`config.mk`:
```
export PLATFORM = sky130hd
export DESIGN_NAME = prio_encoder4to2_seq
export DESIGN_NICKNAME = d
export VERILOG_FILES = /design/src/rtl/prio_enc_pkg.sv /design/src/rtl/prio_pick.sv /design/src/rtl/prio_encoder4to2_seq.sv
export SDC_FILE = /design/constraint.sdc
export NUM_CORES = 1
export LEC_CHECK = 0
export CAP_MARGIN = 20
export CORE_AREA = 5 5 42 44
export CTS_BUF_LIST = sky130_fd_sc_hd__clkbuf_16
export CTS_CLUSTER_SIZE = 16
export DETAILED_ROUTE_END_ITERATION = 7
export DIE_AREA = 0 0 47 49
export PLACE_DENSITY = 0.68
export SLEW_MARGIN = 15
export SYNTH_ARGS = -nofsm -noshare
export SYNTH_HDL_FRONTEND = slang
export SYNTH_SLANG_ARGS = --single-unit
```
`constraint.sdc`:
```
create_clock -name clk -period 1.4 [get_ports clk]
set_input_delay 0.42 -clock clk [delete_from_list [all_inputs] [get_ports clk]]
set_output_delay 0.42 -clock clk [all_outputs]
set_load 0.1 [all_outputs]
```
`src/rtl/prio_enc_pkg.sv`:
```
// Shared sizes, output state encoding and mask helper for the 4-to-2 priority encoder.
package prio_enc_pkg;

    localparam int N = 4;
    localparam int W = $clog2(N);

    typedef enum logic {
        EMPTY = 1'b0,
        FULL  = 1'b1
    } state_t;

    function automatic logic [N-1:0] onehot(input logic [W-1:0] idx);
        logic [N-1:0] m;
        m      = '0;
        m[idx] = 1'b1;
        return m;
    endfunction

endpackage

```
`src/rtl/prio_pick.sv`:
```
// Combinational search: first set bit of mask scanning upward from start, wrapping modulo N.
module prio_pick
    import prio_enc_pkg::*;
(
    input  logic [N-1:0] mask,
    input  logic [W-1:0] start,
    output logic [W-1:0] idx,
    output logic         any
);

    logic [W-1:0] j;

    always_comb begin
        idx = '0;
        any = 1'b0;
        j   = '0;
        for (int k = 0; k < N; k++) begin
            // W-bit addition wraps naturally because N is a power of two
            j = start + k[W-1:0];
            if (!any && mask[j]) begin
                idx = j;
                any = 1'b1;
            end
        end
    end

endmodule

```
`src/rtl/prio_encoder4to2_seq.sv`:
```
// Registered 4-to-2 priority encoder: D latched into pend, one code per V&R transfer, Y/V held under R=0.
// Code appears one edge after capture; PRIO_ENC_ROUND_ROBIN_EN selects rotating instead of highest-first priority.
module prio_encoder4to2_seq
    import prio_enc_pkg::*;
(
    input  logic         clk,
    input  logic         rst_n,
    input  logic         E,
    input  logic [N-1:0] D,
    input  logic         R,
    output logic [W-1:0] Y,
    output logic         V,
    output logic [N-1:0] pend,
    output logic         err
);

    state_t       state_q, state_d;
    logic [W-1:0] y_q, y_d;
    logic [N-1:0] pend_q, pend_d;
    logic         err_q, err_d;

    logic [W-1:0] pick_idx;
    logic         pick_any;
    logic         slot_free;
    logic         load;
    logic [N-1:0] clr;
    logic [N-1:0] set;

`ifdef PRIO_ENC_ROUND_ROBIN_EN
    logic [W-1:0] ptr_q, ptr_d;

    prio_pick u_pick (
        .mask  (pend_q),
        .start (ptr_q),
        .idx   (pick_idx),
        .any   (pick_any)
    );

    always_comb begin
        ptr_d = ptr_q;
        if (load) begin
            ptr_d = pick_idx + 1'b1;
        end
    end

    always_ff @(posedge clk or negedge rst_n) begin
        if (!rst_n) begin
            ptr_q <= '0;
        end else begin
            ptr_q <= ptr_d;
        end
    end
`else
    logic [N-1:0] mask_rev;
    logic [W-1:0] idx_rev;

    // Highest-first search is an ascending search over the bit-reversed mask
    always_comb begin
        for (int i = 0; i < N; i++) begin
            mask_rev[i] = pend_q[N-1-i];
        end
    end

    prio_pick u_pick (
        .mask  (mask_rev),
        .start ('0),
        .idx   (idx_rev),
        .any   (pick_any)
    );

    assign pick_idx = W'(N-1) - idx_rev;
`endif

    assign slot_free = (state_q == EMPTY) || (V && R);
    assign load      = slot_free && pick_any;
    assign clr       = load ? onehot(pick_idx) : '0;
    assign set       = E ? D : '0;

    always_comb begin
        state_d = state_q;
        y_d     = y_q;
        pend_d  = (pend_q & ~clr) | set;
        // A set landing on a bit being cleared this edge is a fresh request, not a coalesce
        err_d   = err_q | (|(set & pend_q & ~clr));
        if (load) begin
            y_d = pick_idx;
        end
        case (state_q)
            EMPTY: if (pick_any) state_d = FULL;
            FULL:  if (R)        state_d = pick_any ? FULL : EMPTY;
            default:             state_d = EMPTY;
        endcase
    end

    always_ff @(posedge clk or negedge rst_n) begin
        if (!rst_n) begin
            state_q <= EMPTY;
            y_q     <= '0;
            pend_q  <= '0;
            err_q   <= 1'b0;
        end else begin
            state_q <= state_d;
            y_q     <= y_d;
            pend_q  <= pend_d;
            err_q   <= err_d;
        end
    end

    assign Y    = y_q;
    assign V    = (state_q == FULL);
    assign pend = pend_q;
    assign err  = err_q;

endmodule

```
==> flow_summary.yaml <==
power_and_ir_drop:
  power.ir.vdd_worst_uv: 582
  power_leakage_nw: 0.295
  total_power_w: 0.00120
  power-per-cell-area_nw_per_um2: 1680
sta:
  final_critical_period_ns: 1.31
  finalClockSkew_ns: 0.000545
  setup_slack_ns: 0.0877
  worst_pin_slew_ns: 0.380
  grt_setup_unrepaired: "false"
  max_clock_freq_ghz: 0.762
  max-slew-margin-rel_pct: 74.6
  fin_hold_ws_ns: 0.478
  totalNegativeSetupSlack_ns: 0
  count_of_final_setup_violators: 0
  final_min_period_over_clock_period_pct: 93.7
  maxSlewViolCount: 0
  finalHoldViolCount: 0
setup_path:
  crit_arrival_ns: 0.89
  timing.critical_path.slowest_cell_delay_ns: 0.47
  critPathMaxFanout: 7
  worst_setup_path_start_kind: "flop"
  cp_slowest_cell: "sky130_fd_sc_hd__dfrtp_2"
  cp_num_buf_inv: 1
  crit_path_cell_chain: "buf_12"
  critical_path.endpoint_type: "output port"
  timing.critical_path.required_ns: 0.98
  path_delay_family: "flip-flops"
  criticalPathCategory: "flop to output port"
hold_path:
  hold_class: "primary input to async pin"
yosys:
  netlist_instances: 39
  netlist_area_um2: 387
  synth_top_area_share_pct: 51.8
  yosys_register_bits: 8
  ys.warnings.count: 0
  fraction_of_registers_with_async_set_or_reset_after_synthesis_pct: 100
  synth_area_leader_cell: "sky130_fd_sc_hd__dfrtp_1"
  post_synth_most_frequent_cells: "sky130_fd_sc_hd__dfrtp_1, sky130_fd_sc_hd__nand2_1, sky130_fd_sc_hd__nor2_1, sky130_fd_sc_hd__o21ai_0, sky130_fd_sc_hd__nor2b_1"
  ys_top_cells_by_area: "sky130_fd_sc_hd__dfrtp_1, sky130_fd_sc_hd__nand2_1, sky130_fd_sc_hd__o21ai_0, sky130_fd_sc_hd__o2111ai_2, sky130_fd_sc_hd__nor2b_1"
  synth_ff_type: "sky130_fd_sc_hd__dfrtp_1"
  synth_nets: 47
  synth_edf_count: 0
  synthesis.area_per_instance_um2: 9.91
  synth.yosys.seq_area_share_pct: 51.8
  synth_cell_type_count: 20
floorplan:
  io_pins: 16
  floorplan.die.width_um: 47
  fp.dieArea_um2: 2300
  coreArea_um2: 1400
  initial_core_util_pct: 27.6
  placement_rows: 14
  floorplan.die.height_um: 49
clock_network:
  cts_htree_levels: 1
  ctsRootBufferMaster: "sky130_fd_sc_hd__clkbuf_16"
  clkSlewWorstSetupHoldPaths_ns: 0.04
  insertion_delay_ns: 0.23
  cts-hold-fix-buffers: 0
  cts-buffers-inserted: 3
  cts_tree: "built"
  tritoncts_num_sinks: 8
  number_of_buffers_on_the_longest_clock_path: 2
placement:
  detailedPlacementHpwl_um: 709
  finalWeightedCongestion: 0.768
  port_buffers: 15
  pre_cts_ws_ns: -0.370
drt:
  num_vias: 361
  remaining_drc_errors: 0
  antenna_violating_nets_post_route: 0
  wirelength_um: 976
  routed_via_density: 5.08
  first_iter_violations: 8
  routed_wire_length_per_instance_um: 13.7
  drtPass1Iterations: 5
layout:
  multi_input_comb_area_um2: 185
  final_layout_size_suffix_gt1_share_pct: 40.0
  post-route-util_pct: 51.2
  nets: 65
  areaGrowthSynthToFinish_pct: 85.8
  layout.area.seq_um2: 208
  antenna_cells_inserted: 0
  fillerInstances: 129
status:
  run_status: "finished clean"
grt:
  initial_antenna_violation_count: 0
  grt_pass1_vias: 370
  wire_length_of_the_first_global_routing_pass_um: 1570
  global_route.usage.total_pct: 9.97
  maximum_number_of_pins_on_one_net_before_global_route_repair: 11
  grt_remaining_overflow: 0
flow_run:
  maxCapViolCount: 0
[worst register-to-register path, delay by kind of cell (launching register included)]
kind | cells | cell delay (ns)
and+or+nand+nor | 2 | 0.41
DFF | 1 | 0.45
AOI/OAI and AO/OA | 1 | 0.17
[flip-flops by register name, summed over array words and instances, names as in the netlist]
register	flops
V	1
Y	2
err	1
pend	4
[what timing repair did]
item	in CTS	in global routing
setup buffers	0	0
resized for setup	1	1
setup endpoints to repair	8	2
pin swaps	0	0
[final timing paths]
check	from	end	slack [ns]	cells past startpoint
worst max-delay path	pend[1]	pend[1]	0.09	1
worst min-delay path	rst_n	err	0.48	1
worst max register to register	pend[3]	err	0.25	3
worst min register to register	pend[2]	Y[0]	0.57	1
max in group asynchronous	rst_n	pend[3]	0.63	1
min in group clk	pend[2]	Y[0]	0.57	1
[layout by cell type (no fill, tap or decap)]
master / n
sky130_fd_sc_hd__clkdlybuf4s50_1: 7
sky130_fd_sc_hd__a21oi_1: 1
sky130_fd_sc_hd__dfrtp_1: 2
sky130_fd_sc_hd__nand3b_1: 1
sky130_fd_sc_hd__or2_4: 1
sky130_fd_sc_hd__o2111ai_1: 1
sky130_fd_sc_hd__dfrtp_2: 6
sky130_fd_sc_hd__a41oi_1: 1
sky130_fd_sc_hd__nand2b_1: 1
sky130_fd_sc_hd__nor2b_1: 1
sky130_fd_sc_hd__o2111ai_2: 1
sky130_fd_sc_hd__nand4_1: 1
sky130_fd_sc_hd__and3_1: 1
sky130_fd_sc_hd__a22o_2: 1
sky130_fd_sc_hd__o31ai_2: 1
sky130_fd_sc_hd__o21ai_0: 3
sky130_fd_sc_hd__buf_12: 8
sky130_fd_sc_hd__nor2_1: 3
sky130_fd_sc_hd__o22ai_1: 1
sky130_fd_sc_hd__clkbuf_16: 3
sky130_fd_sc_hd__nand2_1: 8
sky130_fd_sc_hd__o31ai_1: 1
sky130_fd_sc_hd__nor2b_4: 1
[area by class of cell]
class                   count  area share [%]
repair buffers             15            32.1
flip-flops and latches      8            28.9
multi-input cells          29            25.8
clock buffers               3            10.5
well taps                  16            2.79
[metrics by stage]
stage	std cells	area, um^2
global placement	68	636
detailed placement	68	636
floorplan	39	394
finish	71	718
CTS	71	713
global route	71	718
[where the power goes]
part | switching [W] | internal (W) | leakage, nW | total (W)
logic | 0.000258 | 0.000154 | 0.179 | 0.000412
registers | 0.0000497 | 0.000264 | 0.0795 | 0.000314
clock network | 0.000110 | 0.000368 | 0.0370 | 0.000478
total | 0.000418 | 0.000786 | 0.295 | 0.00120
[cell families after synthesis]
logic type      Yosys count  synth area share [%]
compound gates           11                  23.0
buf+inv                   2                  2.26
flops                     8                  51.8
simple gates             18                  23.0
[per-layer routing]
layer  GRT usage, %  share of wire [%]
met1           12.2                 41
met2           12.7                 46
met3           5.54                 10
met4           6.91                2.8
met5              0                  0
No activity file was read; power rests on OpenSTA's default activity.
